===== config.mk =====
export PLATFORM = sky130hd
export DESIGN_NAME = hazard_ctrl_flat
export DESIGN_NICKNAME = d
export VERILOG_FILES = /design/src/rtl/hazard_ctrl_pkg.sv /design/src/rtl/hazard_ctrl_if.sv /design/src/rtl/hazard_ctrl_forward_unit.sv /design/src/rtl/hazard_ctrl.sv /design/src/flat_wrapper.sv
export SDC_FILE = /design/constraint.sdc
export NUM_CORES = 1
export LEC_CHECK = 0
export BUFFER_PORTS_ARGS = -buffer_cell sky130_fd_sc_hd__buf_2
export CAP_MARGIN = 20
export CORE_UTILIZATION = 34
export DETAILED_ROUTE_END_ITERATION = 8
export PLACE_DENSITY = 0.61
export SLEW_MARGIN = 10
export SYNTH_ARGS = -nofsm -noshare
export SYNTH_HDL_FRONTEND = slang
export SYNTH_SLANG_ARGS = --single-unit

===== constraint.sdc =====
create_clock -name clk_i -period 2.7 [get_ports clk_i]
set_clock_uncertainty 0.05 [all_clocks]
set_input_delay 0.135 -clock clk_i [delete_from_list [all_inputs] [get_ports clk_i]]
set_output_delay 0.135 -clock clk_i [all_outputs]
set_load 0.05 [all_outputs]

===== src/rtl/hazard_ctrl_pkg.sv =====
// Shared types and constants for the pipeline hazard controller.
package hazard_ctrl_pkg;

    typedef enum logic [1:0] {
        FWD_NONE = 2'b00,
        FWD_WB   = 2'b01,
        FWD_MEM  = 2'b10
    } fwd_e;

    typedef enum logic [1:0] {
        MEM_IDLE,
        MEM_WAIT,
        MEM_ERR
    } mem_fsm_e;

    localparam logic [1:0] RESULT_SRC_LOAD = 2'b01;
    localparam int         REG_W           = 5;

    function automatic logic is_load(input logic [1:0] result_src);
        return result_src == RESULT_SRC_LOAD;
    endfunction

endpackage


===== src/rtl/hazard_ctrl_if.sv =====
// Pipeline-side view of the hazard controller: register ids, handshakes, stall/flush/forward controls.
interface hazard_ctrl_if
    import hazard_ctrl_pkg::*;
#(
    parameter int CNT_W = 32
);
    logic [REG_W-1:0] rs1_dc_i;
    logic [REG_W-1:0] rs2_dc_i;
    logic [REG_W-1:0] rs1_ex_i;
    logic [REG_W-1:0] rs2_ex_i;
    logic [REG_W-1:0] rd_ex_i;
    logic [REG_W-1:0] rd_mem_i;
    logic [REG_W-1:0] rd_wb_i;
    logic [1:0]       result_src_ex_i;
    logic             reg_write_mem_i;
    logic             reg_write_wb_i;
    logic             pc_src_ex_i;
    logic             mem_req_mem_i;
    logic             mem_ack_i;
    fwd_e             fwd_a_ex_o;
    fwd_e             fwd_b_ex_o;
    logic             stall_f_o;
    logic             stall_d_o;
    logic             stall_e_o;
    logic             stall_m_o;
    logic             flush_d_o;
    logic             flush_e_o;
    logic             flush_w_o;
    logic             mem_timeout_o;
    logic [CNT_W-1:0] stall_cnt_o;

    modport master (
        output rs1_dc_i, rs2_dc_i, rs1_ex_i, rs2_ex_i, rd_ex_i, rd_mem_i, rd_wb_i,
               result_src_ex_i, reg_write_mem_i, reg_write_wb_i, pc_src_ex_i,
               mem_req_mem_i, mem_ack_i,
        input  fwd_a_ex_o, fwd_b_ex_o, stall_f_o, stall_d_o, stall_e_o, stall_m_o,
               flush_d_o, flush_e_o, flush_w_o, mem_timeout_o, stall_cnt_o
    );

    modport slave (
        input  rs1_dc_i, rs2_dc_i, rs1_ex_i, rs2_ex_i, rd_ex_i, rd_mem_i, rd_wb_i,
               result_src_ex_i, reg_write_mem_i, reg_write_wb_i, pc_src_ex_i,
               mem_req_mem_i, mem_ack_i,
        output fwd_a_ex_o, fwd_b_ex_o, stall_f_o, stall_d_o, stall_e_o, stall_m_o,
               flush_d_o, flush_e_o, flush_w_o, mem_timeout_o, stall_cnt_o
    );
endinterface


===== src/rtl/hazard_ctrl_forward_unit.sv =====
// Operand bypass select for one execute-stage source register; the younger MEM result wins over WB.
module hazard_ctrl_forward_unit
    import hazard_ctrl_pkg::*;
(
    input  logic [REG_W-1:0] rs_ex,
    input  logic [REG_W-1:0] rd_mem,
    input  logic [REG_W-1:0] rd_wb,
    input  logic             reg_write_mem,
    input  logic             reg_write_wb,
    output fwd_e             fwd_sel
);
    always_comb begin
        fwd_sel = FWD_NONE;
        if (rs_ex != '0 && reg_write_mem && rd_mem == rs_ex) begin
            fwd_sel = FWD_MEM;
        end else if (rs_ex != '0 && reg_write_wb && rd_wb == rs_ex) begin
            fwd_sel = FWD_WB;
        end
    end
endmodule


===== src/rtl/hazard_ctrl.sv =====
// Hazard controller: forwarding, load-use bubble, redirect flush, data-memory wait FSM with timeout,
// and a saturating count of fetch-stall cycles.
module hazard_ctrl
    import hazard_ctrl_pkg::*;
#(
    parameter int MAX_WAIT = 16,
    parameter int CNT_W    = 32
) (
    input  logic         clk_i,
    input  logic         rst_ni,
    hazard_ctrl_if.slave bus
);
    localparam int WAIT_W = (MAX_WAIT > 2) ? $clog2(MAX_WAIT) : 1;

    mem_fsm_e         state_reg;
    logic [WAIT_W-1:0] wait_cnt_reg;
    logic             timeout_reg;
    logic [CNT_W-1:0] stall_cnt_reg;

    logic [REG_W-1:0] rs_ex [2];
    fwd_e             fwd_sel [2];

    assign rs_ex[0] = bus.rs1_ex_i;
    assign rs_ex[1] = bus.rs2_ex_i;

    generate
        for (genvar gi = 0; gi < 2; gi++) begin : g_fwd
            hazard_ctrl_forward_unit u_fwd (
                .rs_ex         (rs_ex[gi]),
                .rd_mem        (bus.rd_mem_i),
                .rd_wb         (bus.rd_wb_i),
                .reg_write_mem (bus.reg_write_mem_i),
                .reg_write_wb  (bus.reg_write_wb_i),
                .fwd_sel       (fwd_sel[gi])
            );
        end
    endgenerate

    assign bus.fwd_a_ex_o = fwd_sel[0];
    assign bus.fwd_b_ex_o = fwd_sel[1];

    logic mem_stall;
    logic load_use;
    logic stall_f, stall_d, stall_e, stall_m, flush_d, flush_e, flush_w;

    // A zero-cycle access (ack on the request cycle in IDLE) never stalls.
    assign mem_stall = (state_reg == MEM_IDLE && bus.mem_req_mem_i && !bus.mem_ack_i)
                     || (state_reg != MEM_IDLE);
    assign load_use  = is_load(bus.result_src_ex_i) && bus.rd_ex_i != '0
                     && (bus.rd_ex_i == bus.rs1_dc_i || bus.rd_ex_i == bus.rs2_dc_i);

    always_comb begin
        stall_f = 1'b0;
        stall_d = 1'b0;
        stall_e = 1'b0;
        stall_m = 1'b0;
        flush_d = 1'b0;
        flush_e = 1'b0;
        flush_w = 1'b0;
        if (mem_stall) begin
            // E stays frozen, so a pending redirect is simply re-seen after release.
            stall_f = 1'b1;
            stall_d = 1'b1;
            stall_e = 1'b1;
            stall_m = 1'b1;
            flush_w = 1'b1;
        end else if (bus.pc_src_ex_i) begin
            flush_d = 1'b1;
            flush_e = 1'b1;
        end else if (load_use) begin
            stall_f = 1'b1;
            stall_d = 1'b1;
            flush_e = 1'b1;
        end
    end

    assign bus.stall_f_o     = stall_f;
    assign bus.stall_d_o     = stall_d;
    assign bus.stall_e_o     = stall_e;
    assign bus.stall_m_o     = stall_m;
    assign bus.flush_d_o     = flush_d;
    assign bus.flush_e_o     = flush_e;
    assign bus.flush_w_o     = flush_w;
    assign bus.mem_timeout_o = timeout_reg;
    assign bus.stall_cnt_o   = stall_cnt_reg;

    always_ff @(posedge clk_i or negedge rst_ni) begin
        if (!rst_ni) begin
            state_reg     <= MEM_IDLE;
            wait_cnt_reg  <= '0;
            timeout_reg   <= 1'b0;
            stall_cnt_reg <= '0;
        end else begin
            case (state_reg)
                MEM_IDLE: begin
                    if (bus.mem_req_mem_i && !bus.mem_ack_i) begin
                        state_reg    <= MEM_WAIT;
                        wait_cnt_reg <= WAIT_W'(1);
                    end
                end
                MEM_WAIT: begin
                    if (bus.mem_ack_i) begin
                        state_reg    <= MEM_IDLE;
                        wait_cnt_reg <= '0;
                    end else if (wait_cnt_reg == WAIT_W'(MAX_WAIT - 1)) begin
                        state_reg   <= MEM_ERR;
                        timeout_reg <= 1'b1;
                    end else begin
                        wait_cnt_reg <= wait_cnt_reg + 1'b1;
                    end
                end
                MEM_ERR: begin
                    state_reg <= MEM_ERR;
                end
                default: begin
                    state_reg <= MEM_IDLE;
                end
            endcase
            if (stall_f && stall_cnt_reg != '1) begin
                stall_cnt_reg <= stall_cnt_reg + 1'b1;
            end
        end
    end
endmodule

===== src/flat_wrapper.sv =====
// flat-port wrapper written by rule: the top's interface ports become plain ports
module hazard_ctrl_flat import hazard_ctrl_pkg::*;
#(
    parameter int MAX_WAIT = 16,
    parameter int CNT_W    = 32
)
  (clk_i, rst_ni, bus_rs1_dc_i, bus_rs2_dc_i, bus_rs1_ex_i, bus_rs2_ex_i, bus_rd_ex_i, bus_rd_mem_i, bus_rd_wb_i, bus_result_src_ex_i, bus_reg_write_mem_i, bus_reg_write_wb_i, bus_pc_src_ex_i, bus_mem_req_mem_i, bus_mem_ack_i, bus_fwd_a_ex_o, bus_fwd_b_ex_o, bus_stall_f_o, bus_stall_d_o, bus_stall_e_o, bus_stall_m_o, bus_flush_d_o, bus_flush_e_o, bus_flush_w_o, bus_mem_timeout_o, bus_stall_cnt_o);
  hazard_ctrl_if #(.CNT_W(CNT_W)) bus_i ();
  input  logic clk_i;
  input  logic rst_ni;
  input wire logic [$bits(bus_i.rs1_dc_i)-1:0] bus_rs1_dc_i;
  input wire logic [$bits(bus_i.rs2_dc_i)-1:0] bus_rs2_dc_i;
  input wire logic [$bits(bus_i.rs1_ex_i)-1:0] bus_rs1_ex_i;
  input wire logic [$bits(bus_i.rs2_ex_i)-1:0] bus_rs2_ex_i;
  input wire logic [$bits(bus_i.rd_ex_i)-1:0] bus_rd_ex_i;
  input wire logic [$bits(bus_i.rd_mem_i)-1:0] bus_rd_mem_i;
  input wire logic [$bits(bus_i.rd_wb_i)-1:0] bus_rd_wb_i;
  input wire logic [$bits(bus_i.result_src_ex_i)-1:0] bus_result_src_ex_i;
  input wire logic [$bits(bus_i.reg_write_mem_i)-1:0] bus_reg_write_mem_i;
  input wire logic [$bits(bus_i.reg_write_wb_i)-1:0] bus_reg_write_wb_i;
  input wire logic [$bits(bus_i.pc_src_ex_i)-1:0] bus_pc_src_ex_i;
  input wire logic [$bits(bus_i.mem_req_mem_i)-1:0] bus_mem_req_mem_i;
  input wire logic [$bits(bus_i.mem_ack_i)-1:0] bus_mem_ack_i;
  output wire logic [$bits(bus_i.fwd_a_ex_o)-1:0] bus_fwd_a_ex_o;
  output wire logic [$bits(bus_i.fwd_b_ex_o)-1:0] bus_fwd_b_ex_o;
  output wire logic [$bits(bus_i.stall_f_o)-1:0] bus_stall_f_o;
  output wire logic [$bits(bus_i.stall_d_o)-1:0] bus_stall_d_o;
  output wire logic [$bits(bus_i.stall_e_o)-1:0] bus_stall_e_o;
  output wire logic [$bits(bus_i.stall_m_o)-1:0] bus_stall_m_o;
  output wire logic [$bits(bus_i.flush_d_o)-1:0] bus_flush_d_o;
  output wire logic [$bits(bus_i.flush_e_o)-1:0] bus_flush_e_o;
  output wire logic [$bits(bus_i.flush_w_o)-1:0] bus_flush_w_o;
  output wire logic [$bits(bus_i.mem_timeout_o)-1:0] bus_mem_timeout_o;
  output wire logic [$bits(bus_i.stall_cnt_o)-1:0] bus_stall_cnt_o;
  assign bus_i.rs1_dc_i = bus_rs1_dc_i;
  assign bus_i.rs2_dc_i = bus_rs2_dc_i;
  assign bus_i.rs1_ex_i = bus_rs1_ex_i;
  assign bus_i.rs2_ex_i = bus_rs2_ex_i;
  assign bus_i.rd_ex_i = bus_rd_ex_i;
  assign bus_i.rd_mem_i = bus_rd_mem_i;
  assign bus_i.rd_wb_i = bus_rd_wb_i;
  assign bus_i.result_src_ex_i = bus_result_src_ex_i;
  assign bus_i.reg_write_mem_i = bus_reg_write_mem_i;
  assign bus_i.reg_write_wb_i = bus_reg_write_wb_i;
  assign bus_i.pc_src_ex_i = bus_pc_src_ex_i;
  assign bus_i.mem_req_mem_i = bus_mem_req_mem_i;
  assign bus_i.mem_ack_i = bus_mem_ack_i;
  assign bus_fwd_a_ex_o = bus_i.fwd_a_ex_o;
  assign bus_fwd_b_ex_o = bus_i.fwd_b_ex_o;
  assign bus_stall_f_o = bus_i.stall_f_o;
  assign bus_stall_d_o = bus_i.stall_d_o;
  assign bus_stall_e_o = bus_i.stall_e_o;
  assign bus_stall_m_o = bus_i.stall_m_o;
  assign bus_flush_d_o = bus_i.flush_d_o;
  assign bus_flush_e_o = bus_i.flush_e_o;
  assign bus_flush_w_o = bus_i.flush_w_o;
  assign bus_mem_timeout_o = bus_i.mem_timeout_o;
  assign bus_stall_cnt_o = bus_i.stall_cnt_o;
  hazard_ctrl #(.MAX_WAIT(MAX_WAIT), .CNT_W(CNT_W)) u_core (.clk_i(clk_i), .rst_ni(rst_ni), .bus(bus_i));
endmodule

Yosys cells after proc, flatten, opt, wreduce, memory -nomap -nowiden
Cells that the tools add are included.
{"block": "totals", "out_inout_bits": 44, "elab_cells": 67, "ff_bits": 39}
{"block": "classes", "mux": 20, "eq_ne": 14, "add_sub_neg": 2, "bitwise_logic": 1, "reduce_logical": 26}
{"op": "32-bit by 1-bit adder with 32-bit output, second input constant", "count": 1}
{"op": "32-bit inequality test, second input constant", "count": 1}
{"op": "5-bit == test", "count": 6}
{"op": "5-bit nonzero test", "count": 3}
{"op": "1-bit logical AND", "count": 14}
{"op": "4-bit two-way mux", "count": 3}
{"op": "1-bit two-way mux", "count": 10}
{"op": "2-bit two-way mux", "count": 5}
{"op": "4-bit one-hot mux with 2 select lines", "count": 1}
{"op": "2-bit one-hot mux with 3 select lines", "count": 1}
{"op": "3-bit AND reduction", "count": 2}
{"op": "4-bit by 1-bit adder with 4-bit output, second input constant", "count": 1}
{"op": "2-bit by 1-bit == test with 1-bit output, second input constant", "count": 2}
{"op": "4-bit == test, second input constant", "count": 1}
{"op": "2-bit nonzero test", "count": 2}
{"op": "3-bit by 2-bit inequality test with 1-bit output, second input constant", "count": 1}
{"op": "3-bit inequality test, second input constant", "count": 1}
{"op": "2-bit == test, second input constant", "count": 1}
{"op": "2-bit logical NOT", "count": 1}
{"op": "1-bit logical OR", "count": 2}
{"op": "2-bit inequality test, second input constant", "count": 1}
{"op": "2-bit AND reduction", "count": 1}
{"op": "1-bit logical NOT", "count": 1}
{"op": "1-bit inverter", "count": 1}

Logic depth before layout (Yosys ltp)
Gate-level depths: netlist of the first run.
{"block": "logic_depth", "word_depth": 7, "ltp_mapped": 9, "mapped_depth_nobuf": 7}

Cells and area by module
Synthesis of the first run repeated with hierarchy kept, for this count alone.
{"block": "unflattened", "cells_unflattened": 256, "area_unflattened_um2": 2446.1}
{"module": "hazard_ctrl", "instances": 1, "area_per_inst_um2": 2168.3, "cells_per_inst": 220}
{"module": "hazard_ctrl_forward_unit", "instances": 2, "area_per_inst_um2": 138.9, "cells_per_inst": 18}

Worst setup path after synthesis of the first run
No wires, ideal clock.
{"block": "synth_timing", "path_type": "input to output", "startpoint": "input port bus_rs1_ex_i[1]", "endpoint": "output port bus_fwd_a_ex_o[0]", "path_buffers": 0, "path_stages": 4, "slack_ns": -0.094, "arrival_ns": 2.609, "cell_sequence": "or4_1 > nor2_1 > nor4_1 > nor4_1"}
{"block": "synth_via", "elab_chain_cells": 5, "elab_cells_between_ends": 9}
{"item": "from (decl)", "line_no": "flat_wrapper.sv:13", "source": "input wire logic [$bits(bus_i.rs1_ex_i)-1:0] bus_rs1_ex_i;"}
{"item": "5-bit nonzero test", "line_no": "hazard_ctrl_forward_unit.sv:14, hazard_ctrl_forward_unit.sv:16"}
{"item": "1-bit logical AND (2 in series)", "line_no": "hazard_ctrl_forward_unit.sv:16", "source": "end else if (rs_ex != '0 && reg_write_wb && rd_wb == rs_ex) begin"}
{"item": "1-bit two-way mux", "line_no": "hazard_ctrl_forward_unit.sv:16"}
{"item": "2-bit two-way mux *", "line_no": "hazard_ctrl_forward_unit.sv:14", "source": "if (rs_ex != '0 && reg_write_mem && rd_mem == rs_ex) begin"}
{"item": "to (decl)", "line_no": "flat_wrapper.sv:24", "source": "output wire logic [$bits(bus_i.fwd_a_ex_o)-1:0] bus_fwd_a_ex_o;"}
Mark *: on every way between the ends. The rest lies on a longest branch, timed or not.

Final worst setup path of the first run
{"block": "layout_timing", "startpoint": "register u_core.stall_cnt_reg[10] (netlist: u_core.bus.stall_cnt_o[10])", "endpoint": "register u_core.stall_cnt_reg[30] (netlist: u_core.bus.stall_cnt_o[30])"}
{"block": "layout_via", "elab_chain_cells": 2, "elab_cells_between_ends": 3}
{"item": "from (decl)", "line_no": "hazard_ctrl.sv:18", "source": "logic [CNT_W-1:0] stall_cnt_reg;"}
{"item": "from (signal assigned)", "line_no": "hazard_ctrl.sv:120", "source": "stall_cnt_reg <= stall_cnt_reg + 1'b1;"}
{"item": "branches (longest 2 deep; another with 32-bit by 1-bit adder with 32-bit output)"}
Parallel ways; which one is timed is not known.
A chain may end at the register's enable or synchronous reset.

==> flow_summary.yaml, run 1 <==
worst_setup_path:
  crit_family: "simple AND/OR/NAND/NOR gates"
  crit_start: "u_core.bus.stall_cnt_o[10]$_DFFE_PN0P_"
  cpPeakStageDelay_ns: 0.45
  crit_buf_inv: 0
  endpoint_kind: "register"
  slowest_stage: "dfrtp_1"
  r2r_start: "u_core.bus.stall_cnt_o[10]$_DFFE_PN0P_"
  cp_cell_sequence: "and4_1, and3_1, nand3_1, nor3b_2, nand3b_1, nor2_1, xor2_1"
  setup.worst_path.start_class: "register"
  crit_fanout: 6
  critPathKind: "register to register"
  required_ns: 2.86
  critPathArrivalTime_ns: 2.23
detailed_routing:
  drt-initial-drc-count: 62
  wl_per_cell_um: 12.3
  firstDrtPassIters: 6
  vias_per_cell: 4.88
  vias: 1950
  postRouteAntennaNets: 0
  routed_wl_um: 4920
  drc: 10
floorplan:
  dieArea_sq_mm: 0.00710
  coreArea_sq_mm: 0.00646
  floorplan.initialDensity_pct: 35.6
  rows: 29
  io_pins: 88
  die_h_um: 84.3
  die_w_um: 84.3
logic_synthesis:
  ys_warn_count: 0
  synth_edf_count: 0
  synth-compound-area-share_pct: 4.84
  synth-adder-area-share_pct: 1.09
  syn_avg_cell_area_sq_um: 9.83
  synthMuxAreaShare_pct: 0.489
  synth.area.top_cells: "dfrtp_1 42%, xnor2_1 15%, xor2_1 8.0%"
  synth_top_family_by_area: "simple AND/OR/NAND/NOR gates"
  synth_most_common_cell: "xnor2_1"
  synthTopCellsByCount: "40 x xnor2_1, 39 x dfrtp_1, 21 x xor2_1"
  synth_area_leader_cell: "dfrtp_1"
  synth_simple_gate_area_share_pct: 24.5
  synth_ff_type: "dfrtp_1"
  synth.distinct_cells: 36
  synth-xor-area-share_pct: 23.2
  netlist.area_leader.share_pct: 42.4
  synth-seq-cells: 39
  syn_area_sq_mm: 0.00230
  syn_nets: 280
  synth-seq-area-share_pct: 42.4
  postSynthCellCount: 234
  synthArstFlopShare_pct: 100
grt:
  grt_overflow_total: 0
  antenna_found_initial: 0
  grt_pass1_wl_um: 8210
  grt_use_total_pct: 14.3
  grt_max_degree: 40
  grt_pass1_vias: 1748
sta:
  post-route-period-util_pct: 76.8
  tns_ns: 0
  worst_pin_slew_ns: 0.862
  hold_slack_ns: 0.0117
  hold_viol_final: 0
  report.final.slew_viol_count: 0
  clock.fmax_ghz: 0.482
  rsz0062_at_grt: "no"
  setup_viol: 0
  finalCriticalPeriod_ns: 2.07
  slew_headroom_pct: 42.5
clock_tree:
  clk_path_buf_depth: 2
  cts.sinks: 39
  cts_tree: "built"
  cts_repair_resize_count: 0
  ctsRootBufferMaster: "clkbuf_8"
  clk_pin_slew_worst_paths_ns: 0.08
  h-tree-depth: 2
  numCtsBuffers: 5
  clock_latency_ns: 0.29
power:
  power_density_mw_per_mm2: 573
  leakage_nw: 1.40
  finalPower_mw: 1.66
  peakVddDrop_v: 0.000183
final_layout:
  area_delta_synth_final_pct: 26.0
  largest_reg_flops: 32
  drive_gt1_share_pct: 32.8
  diodes: 0
  fillers: 648
  nets: 368
worst_hold_path:
  holdCritStartpoint: "bus_mem_ack_i"
  hold_path_class: "input port to register"
job:
  cap_violations: 0
run_status:
  outcome: "finished with violations"
  violations: "DRC"
placement:
  routabilityCongestion: 0.759
  place.port_buffers: 87
  dp_hpwl_um: 3880
-- area by class of cell --
| cell class | count | area [sq um] | share of cell area (%) |
|---|---|---|---|
| Multi-Input combinational cell | 181 | 1260 | 43.4 |
| Sequential cell | 39 | 976 | 33.6 |
| Timing Repair Buffer | 88 | 445 | 15.4 |
| Tap cell | 77 | 96.3 | 3.32 |
| Clock buffer | 6 | 82.6 | 2.85 |
| Inverter | 7 | 26.3 | 0.906 |
| Clock inverter | 2 | 16.3 | 0.561 |
-- cell families after synthesis --
kind of cell | Yosys count
compound gates | 17
xor+xnor | 61
fa+ha+maj | 2
buf+inv | 14
flops | 39
mux | 1
simple gates | 100
-- worst register-to-register path: stages, from the launching register on --
cell and delay, ns:
dfrtp_1 0.45, and4_1 0.27, and3_1 0.27, nand3_1 0.20
nor3b_2 0.25, nand3b_1 0.19, nor2_1 0.17, xor2_1 0.15
-- cells in the final DEF, fill, tap and decap left out, types with 4 or more instances in the layout --
| cell type | netlist | final |
|---|---|---|
| nor3_1 | 4 | 4 |
| buf_2 | 1 | 87 |
| nand2_1 | 17 | 17 |
| xnor2_1 | 40 | 40 |
| clkbuf_8 | 0 | 6 |
| nand4_1 | 13 | 13 |
| inv_1 | 7 | 7 |
| nor2_1 | 17 | 17 |
| o21ai_0 | 6 | 6 |
| and3_1 | 10 | 10 |
| dfrtp_1 | 39 | 39 |
| a21oi_1 | 6 | 6 |
| nand3_1 | 13 | 13 |
| xor2_1 | 21 | 21 |
-- per-layer routing --
layer	GRT usage, %	up-vias	share of wire, %
met3	3.74	2	6.6
met4	4.23	0	0.69
met2	23.9	72	46
met5	0	-	0
li1	-	983	-
met1	18.1	893	47
-- path summary, 6_finish.rpt --
path	to	depth (start not counted)	slack (ns)
min in group asynchronous	u_core.bus.stall_cnt_o[5]$_DFFE_PN0P_	2	0.44
max	u_core.bus.stall_cnt_o[30]$_DFFE_PN0P_	7	0.63
max in group asynchronous	u_core.bus.stall_cnt_o[23]$_DFFE_PN0P_	2	1.61
min	u_core.state_reg[0]$_DFFE_PN0P_	2	0.01
min reg2reg	u_core.bus.mem_timeout_o$_DFFE_PN0P_	1	0.42
max reg2reg	u_core.bus.stall_cnt_o[30]$_DFFE_PN0P_	7	0.63
-- power by group --
part           switching (mW)  total, mW  internal (mW)
combinational           0.362      0.525          0.163
clock                   0.207      0.415          0.208
sequential             0.0767      0.722          0.645
-- repair_timing --
| action | 4_1_cts | 5_1_grt |
|---|---|---|
| hold endpoints to repair | 39 | 0 |
| setup buffers | 0 | 0 |
| hold buffers | 1 | 0 |
-- stage by stage --
step | worst slack (ns) | util (%) | std cells | cell area, sq um
floorplan | 0.0240 | - | 234 | 2310
global placement | 0.640 | 43.2 | 391 | 2790
detailed placement | 0.598 | 43.2 | 391 | 2790
CTS | 0.602 | 44.9 | 400 | 2900
global route | 0.438 | 44.9 | 400 | 2900
finish | 0.626 | 44.9 | 400 | 2900
Note: power is estimated with default switching activity, not from simulation.
==> run 2: changes to the inputs <==
--- a/config.mk
+++ b/config.mk
@@ -5,11 +5,12 @@
 export SDC_FILE = /design/constraint.sdc
 export NUM_CORES = 1
 export LEC_CHECK = 0
+export ABC_AREA = 1
 export BUFFER_PORTS_ARGS = -buffer_cell sky130_fd_sc_hd__buf_2
 export CAP_MARGIN = 20
 export CORE_UTILIZATION = 34
 export DETAILED_ROUTE_END_ITERATION = 8
-export PLACE_DENSITY = 0.61
+export PLACE_DENSITY = 0.6
 export SLEW_MARGIN = 10
 export SYNTH_ARGS = -nofsm -noshare
 export SYNTH_HDL_FRONTEND = slang
==> constraint.sdc (replaced) <==
create_clock -name clk_i -period 1.8 [get_ports clk_i]
set_clock_uncertainty 0.05 [all_clocks]
set_input_delay 0.09 -clock clk_i [delete_from_list [all_inputs] [get_ports clk_i]]
set_output_delay 0.09 -clock clk_i [all_outputs]
set_load 0.05 [all_outputs]
==> run 2 against run 1 <==
Against the previous run:
- the run now ends clean
- non-clock buffer count is 30 higher
- synthesized cell count rose by 99%
- first-iteration DRC count grew 150%
- routed wire length rose by 76%
- count of clock-buffer cells in the layout shrank 1
- die area rose by 32%
- final cell count rose by 72%
- worst setup slack worse by 0.59 ns
- via count is 68% higher
- synthesized area rose by 33%
- critical path type unchanged
- critical endpoint is now u_core.bus.stall_cnt_o[27]$_DFFE_PN0P_
- highest routed layer unchanged
==> flow_summary.yaml, run 2 <==
final_layout:
  diodes: 0
  area_delta_synth_final_pct: 35.3
  drive_gt1_share_pct: 35.8
  multiInputGateArea_sq_mm: 0.00195
  design_area_sq_mm: 0.00413
  final_common_cell: "nand2_1"
  layout_common_cells: "148 x nand2_1, 85 x buf_2, 53 x inv_1"
  largest_reg_flops: 32
  seq_area_sq_mm: 0.00100
  fillers: 894
  nets: 626
job:
  cap_violations: 0
sta:
  hold_viol_final: 0
  post-route-period-util_pct: 98.0
  rsz0062_at_grt: "yes"
  setup_viol: 0
  report.final.slew_viol_count: 0
  worst_pin_slew_ns: 0.479
  finalCriticalPeriod_ns: 1.76
  fin_ws_ns: 0.0364
  slew_headroom_pct: 67.8
  clock.fmax_ghz: 0.567
clock_tree:
  h-tree-depth: 2
  numCtsBuffers: 5
  cts.sinks: 39
  clk_pin_slew_worst_paths_ns: 0.09
  cts_tree: "built"
  clk_path_buf_depth: 2
  clock_latency_ns: 0.30
  ctsRootBufferMaster: "clkbuf_8"
power:
  peakVddDrop_v: 0.000828
  power_frac_clock_pct: 18.4
  p_sw_mw: 1.56
  leakage_nw: 2.16
  power_density_mw_per_mm2: 810
  p_sw_share_pct: 46.7
  power_frac_comb_pct: 47.9
  p_int_mw: 1.78
  seqPwrFrac_pct: 33.7
placement:
  placed_area_sq_mm: 0.00373
  dp_hpwl_um: 6240
  place.port_buffers: 87
  routabilityCongestion: 0.854
  place_ws_ns: -0.0118
run_status:
  outcome: "finished clean"
floorplan:
  floorplan.initialDensity_pct: 35.0
  rows: 34
  io_pins: 88
  die_h_um: 96.8
  dieArea_sq_mm: 0.00937
  die_w_um: 96.8
  coreArea_sq_mm: 0.00872
detailed_routing:
  vias: 3276
  vias_per_cell: 4.75
  wl_per_cell_um: 12.6
  drt-initial-drc-count: 152
  postRouteAntennaNets: 0
  drc: 0
  routed_wl_um: 8650
  firstDrtPassIters: 4
logic_synthesis:
  synth-seq-area-share_pct: 32.0
  ys_warn_count: 0
  synth_ff_type: "dfrtp_1"
  synth-seq-cells: 39
  synth.area.top_cells: "dfrtp_1 32%, nand2_1 19%, nand3_1 7.9%"
  syn_area_sq_mm: 0.00305
  netlist.area_leader.share_pct: 32.0
  syn_avg_cell_area_sq_um: 6.57
  synthArstFlopShare_pct: 100
  syn_nets: 511
  synth_most_common_cell: "nand2_1"
  synth_area_leader_cell: "dfrtp_1"
  synth_edf_count: 0
  postSynthCellCount: 465
  synthTopCellsByCount: "157 x nand2_1, 54 x inv_1, 54 x nor2_1"
  synth.distinct_cells: 31
worst_setup_path:
  setup.worst_path.start_class: "register"
  r2r_start: "u_core.bus.stall_cnt_o[1]$_DFFE_PN0P_"
  reg2reg_to: "u_core.bus.stall_cnt_o[27]$_DFFE_PN0P_"
  endpoint_kind: "register"
  critPathKind: "register to register"
  critPathArrivalTime_ns: 1.91
  crit_fanout: 5
  rrSetupSlack_ns: 0.04
  required_ns: 1.95
  reg2reg_depth: 9
worst_hold_path:
  hold_path_class: "input port to register"
  holdCritStartpoint: "bus_mem_ack_i"
  holdPathEnd: "u_core.wait_cnt_reg[1]$_DFFE_PN0P_"
  holdPathStages: 4
grt:
  grt_overflow_total: 0
  grt_use_total_pct: 17.9
  antenna_found_initial: 0
  grt_max_degree: 49
  grt_pass1_wl_um: 14000
  grt_pass1_vias: 3090
run 2: cell families after synthesis:
logic type | Yosys count | synth area share (%)
and+or+nand+nor | 313 | 46.1
DFF | 39 | 32.0
adders and majority gates | 2 | 0.819
buffers and inverters | 68 | 10.2
AOI/OAI and AO/OA | 13 | 2.34
xor gates and xnor gates | 30 | 8.60
run 2: how the worst max path moves through the flow:
stage	end	start	cells past startpoint
floorplan	bus_fwd_a_ex_o[0]	bus_rs1_ex_i[1]	5
global placement	u_core.bus.stall_cnt_o[29]$_DFFE_PN0P_	u_core.bus.stall_cnt_o[2]$_DFFE_PN0P_	9
detailed placement	u_core.bus.stall_cnt_o[31]$_DFFE_PN0P_	u_core.bus.stall_cnt_o[3]$_DFFE_PN0P_	9
CTS	bus_stall_d_o	u_core.state_reg[0]$_DFFE_PN0P_	6
global route	u_core.bus.stall_cnt_o[29]$_DFFE_PN0P_	u_core.bus.stall_cnt_o[5]$_DFFE_PN0P_	9
finish	u_core.bus.stall_cnt_o[27]$_DFFE_PN0P_	u_core.bus.stall_cnt_o[1]$_DFFE_PN0P_	9
run 2: power by group through the flow:
stage / clock network (mW) / registers, mW / logic, mW
after global routing: 0.667 / 1.14 / 1.75
after global placement: 0 / 1.14 / 1.37
final: 0.615 / 1.13 / 1.60
after detailed placement: 0 / 1.15 / 1.38
after CTS: 0.630 / 1.13 / 1.39
after floorplan: 0 / 1.33 / 0.936
run 2: what timing repair did:
item | CTS | global route
hold buffers | 2 | 0
gates resized for setup | 2 | 43
endpoints found under the setup margin | 2 | 32
setup buffers | 0 | 13
hold endpoints to repair | 40 | 0
pin swaps | 0 | 17
gates cloned | 0 | 2
run 2: routing by layer:
metal,up-vias,global-route usage (%),wire length [um]
li1,1684,-,-
met1,1503,22.7,3890
met2,77,32.1,4300
met3,12,2.89,313
met4,0,3.79,151
met5,-,0,0
run 2: cell type report:
type                    instances  share of cell area [%]
flip-flops and latches         39                    24.3
inverters                      57                    5.30
multi-input cells             359                    47.3
clock inverters                 3                   0.484
repair buffers                118                    17.7
clock buffers                   5                    1.67
well taps                     108                    3.27
run 2: per-stage QoR:
step | utilization, % | power, mW | TNS (ns) | instances | hold slack, ns
6_report | 47.4 | 3.35 | 0 | 689 | 0.101
2_1_floorplan | - | 2.26 | -0.128 | 465 | -0.256
5_1_grt | 47.4 | 3.56 | -0.281 | 689 | 0.118
4_1_cts | 44.1 | 3.16 | 0 | 674 | 0.105
3_5_place_dp | 42.8 | 2.53 | -0.0196 | 664 | 0.0347
3_3_place_gp | 42.8 | 2.51 | -0.0222 | 664 | 0.0293
run 2: critical path: stages (launching register included):
cell,delay (ns)
dfrtp_2,0.44
nand2_4,0.07
nor2_4,0.19
nand4_1,0.25
nor2_4,0.23
nand3_2,0.12
nor2_4,0.15
nand2_1,0.06
nand2_1,0.05
nand2_1,0.05
==> run 3: changes to the inputs <==
--- a/config.mk
+++ b/config.mk
@@ -8,9 +8,9 @@
 export ABC_AREA = 1
 export BUFFER_PORTS_ARGS = -buffer_cell sky130_fd_sc_hd__buf_2
 export CAP_MARGIN = 20
-export CORE_UTILIZATION = 34
+export CORE_UTILIZATION = 35
 export DETAILED_ROUTE_END_ITERATION = 8
-export PLACE_DENSITY = 0.6
+export PLACE_DENSITY = 0.62
 export SLEW_MARGIN = 10
 export SYNTH_ARGS = -nofsm -noshare
 export SYNTH_HDL_FRONTEND = slang
==> run 3 against run 2 <==
Against the previous run:
- the flow now finishes with violations (setup timing)
- combinational power down 3%
- via count fell by 0.34%
- sequential power about the same
- count of clock-buffer cells in the layout unchanged
==> flow_summary.yaml, run 3 (synthesis results as in run 2) <==
run_status:
  outcome: "finished with violations"
  violations: "setup timing"
worst_setup_path:
  rrSetupSlack_ns: -0.00006
  reg2reg_depth: 9
  slowest_stage: "dfrtp_2"
  cp_common_cell: "nand2_1"
  r2r_start: "u_core.bus.stall_cnt_o[1]$_DFFE_PN0P_"
  critPathKind: "register to register"
  reg2reg_to: "u_core.bus.stall_cnt_o[23]$_DFFE_PN0P_"
  setup.worst_path.start_class: "register"
  endpoint_kind: "register"
  cpPeakStageDelay_ns: 0.42
  critPathArrivalTime_ns: 1.95
  cp_cell_sequence: "nand2_1, nor2_4, nand4_1, nor2_4, nand2_1, nor2_1, nand2_1, nand2_1, nand2_1"
  crit_fanout: 5
  required_ns: 1.95
grt:
  met2_usage_pct: 31.1
  top_usage_layer: "met2"
  grt_use_total_pct: 18.4
  grt_pass1_vias: 2960
  grt_overflow_total: 0
  grt_max_degree: 40
  antenna_found_initial: 0
  grt_use_met1_pct: 24.3
  grtUsageMet3_pct: 2.47
  grt_pass1_wl_um: 13200
detailed_routing:
  wl_per_cell_um: 11.9
  postRouteAntennaNets: 0
  drt-initial-drc-count: 139
  vias: 3265
  routed_wl_um: 8100
  firstDrtPassIters: 4
  vias_per_cell: 4.81
  drc: 0
final_layout:
  layout_common_cells: "155 x nand2_1, 85 x buf_2, 54 x inv_1"
  drive_gt1_share_pct: 32.2
  largest_reg_flops: 32
  final_common_cell: "nand2_1"
  diodes: 0
  area_delta_synth_final_pct: 31.7
  nets: 619
  fin_cells: 679
sta:
  slew_headroom_pct: 65.8
  rsz0062_at_grt: "yes"
  clock.fmax_ghz: 0.556
  fin_ws_ns: -0.0000571
  post-route-period-util_pct: 100
  finalCriticalPeriod_ns: 1.80
  hold_viol_final: 0
  report.final.slew_viol_count: 0
  setup_viol: 1
  worst_pin_slew_ns: 0.513
clock_tree:
  cts_tree: "built"
  clk_pin_slew_worst_paths_ns: 0.08
  ctsRootBufferMaster: "clkbuf_8"
  cts.sinks: 39
  numCtsBuffers: 5
  h-tree-depth: 2
  clk_path_buf_depth: 2
  clock_latency_ns: 0.30
placement:
  place.port_buffers: 87
  dp_hpwl_um: 6240
  dp_cells: 660
  routabilityCongestion: 0.842
power:
  peakVddDrop_v: 0.000465
  leakage_nw: 2.12
  finalPower_mw: 3.58
  power_density_mw_per_mm2: 890
floorplan:
  rows: 33
  io_pins: 88
  coreArea_sq_mm: 0.00834
  dieArea_sq_mm: 0.00910
  die_h_um: 95.4
  floorplan.initialDensity_pct: 36.6
  die_w_um: 95.4
worst_hold_path:
  holdPathEnd: "u_core.wait_cnt_reg[1]$_DFFE_PN0P_"
  holdCritStartpoint: "bus_mem_ack_i"
  holdPathStages: 4
  hold_path_class: "input port to register"
job:
  cap_violations: 0
-- run 3: cell types whose count changed in the layout (fill, tap and decap cells not counted), sizes merged --
cell and change:
buf -4, bufinv +2, clkbuf -2, clkinv -1, clkinvlp -1, nand3 -1
-- run 3: power breakdown --
part	total [mW]	internal [mW]	switching, mW
combinational	1.55	0.496	1.05
sequential	1.13	0.992	0.134
clock	0.903	0.553	0.350
total	3.58	2.04	1.54
-- run 3: layer usage --
metal,vias up,part of all wire (%)
met5,-,0
met2,77,49
met3,14,5.3
met4,0,1.7
met1,1499,44
li1,1675,-
-- run 3: worst max path at each step --
stage                                        endpoint  cells past startpoint                                   start  slack, ns
2_1_floorplan                       bus_fwd_a_ex_o[0]                      5                         bus_rs1_ex_i[1]      -0.13
3_3_place_gp   u_core.bus.stall_cnt_o[31]$_DFFE_PN0P_                      9   u_core.bus.stall_cnt_o[2]$_DFFE_PN0P_      -0.01
3_5_place_dp   u_core.bus.stall_cnt_o[31]$_DFFE_PN0P_                     11  u_core.bus.stall_cnt_o[13]$_DFFE_PN0P_      -0.05
4_1_cts                                 bus_stall_f_o                      6         u_core.state_reg[0]$_DFFE_PN0P_      -0.04
5_1_grt        u_core.bus.stall_cnt_o[13]$_DFFE_PN0P_                     11   u_core.bus.stall_cnt_o[1]$_DFFE_PN0P_      -0.10
6_report       u_core.bus.stall_cnt_o[23]$_DFFE_PN0P_                      9   u_core.bus.stall_cnt_o[1]$_DFFE_PN0P_   -0.00006
-- run 3: through the flow --
stage	hold WS, ns	area [sq um]	util, %	TNS (ns)	setup slack (ns)
6_report	0.0980	4020	48.2	-0.0000571	-0.0000571
5_1_grt	0.122	4020	48.2	-0.608	-0.104
4_1_cts	0.0969	3870	46.4	-0.0747	-0.0374
3_5_place_dp	0.139	3710	44.4	-0.0486	-0.0486
3_3_place_gp	0.143	3710	44.4	-0.00952	-0.00952
2_1_floorplan	-0.256	3120	-	-0.128	-0.128
-- run 3: critical path: cells and delay by family, from the launching register on --
kind / cells / cell delay (ns)
AND/OR/NAND/NOR: 9 / 1.21
flip-flops: 1 / 0.42
-- run 3: area by class of cell --
class                      instances  area [sq um]
tap                              105           131
clock inverter                     3          67.6
inverter                          57           216
multi-input combinational        358          1880
clock buffer                       5          68.8
sequential                        39          1010
timing repair buffer             112           653
fill                             867          4320
-- run 3: what timing repair did --
action                     in CTS  in global routing
resized for setup               3                 22
pin swaps                       0                  8
hold buffers                    2                  0
setup buffers                   0                  9
setup endpoints to repair       5                 31
hold endpoints to repair       40                  0
cloned                          0                  0
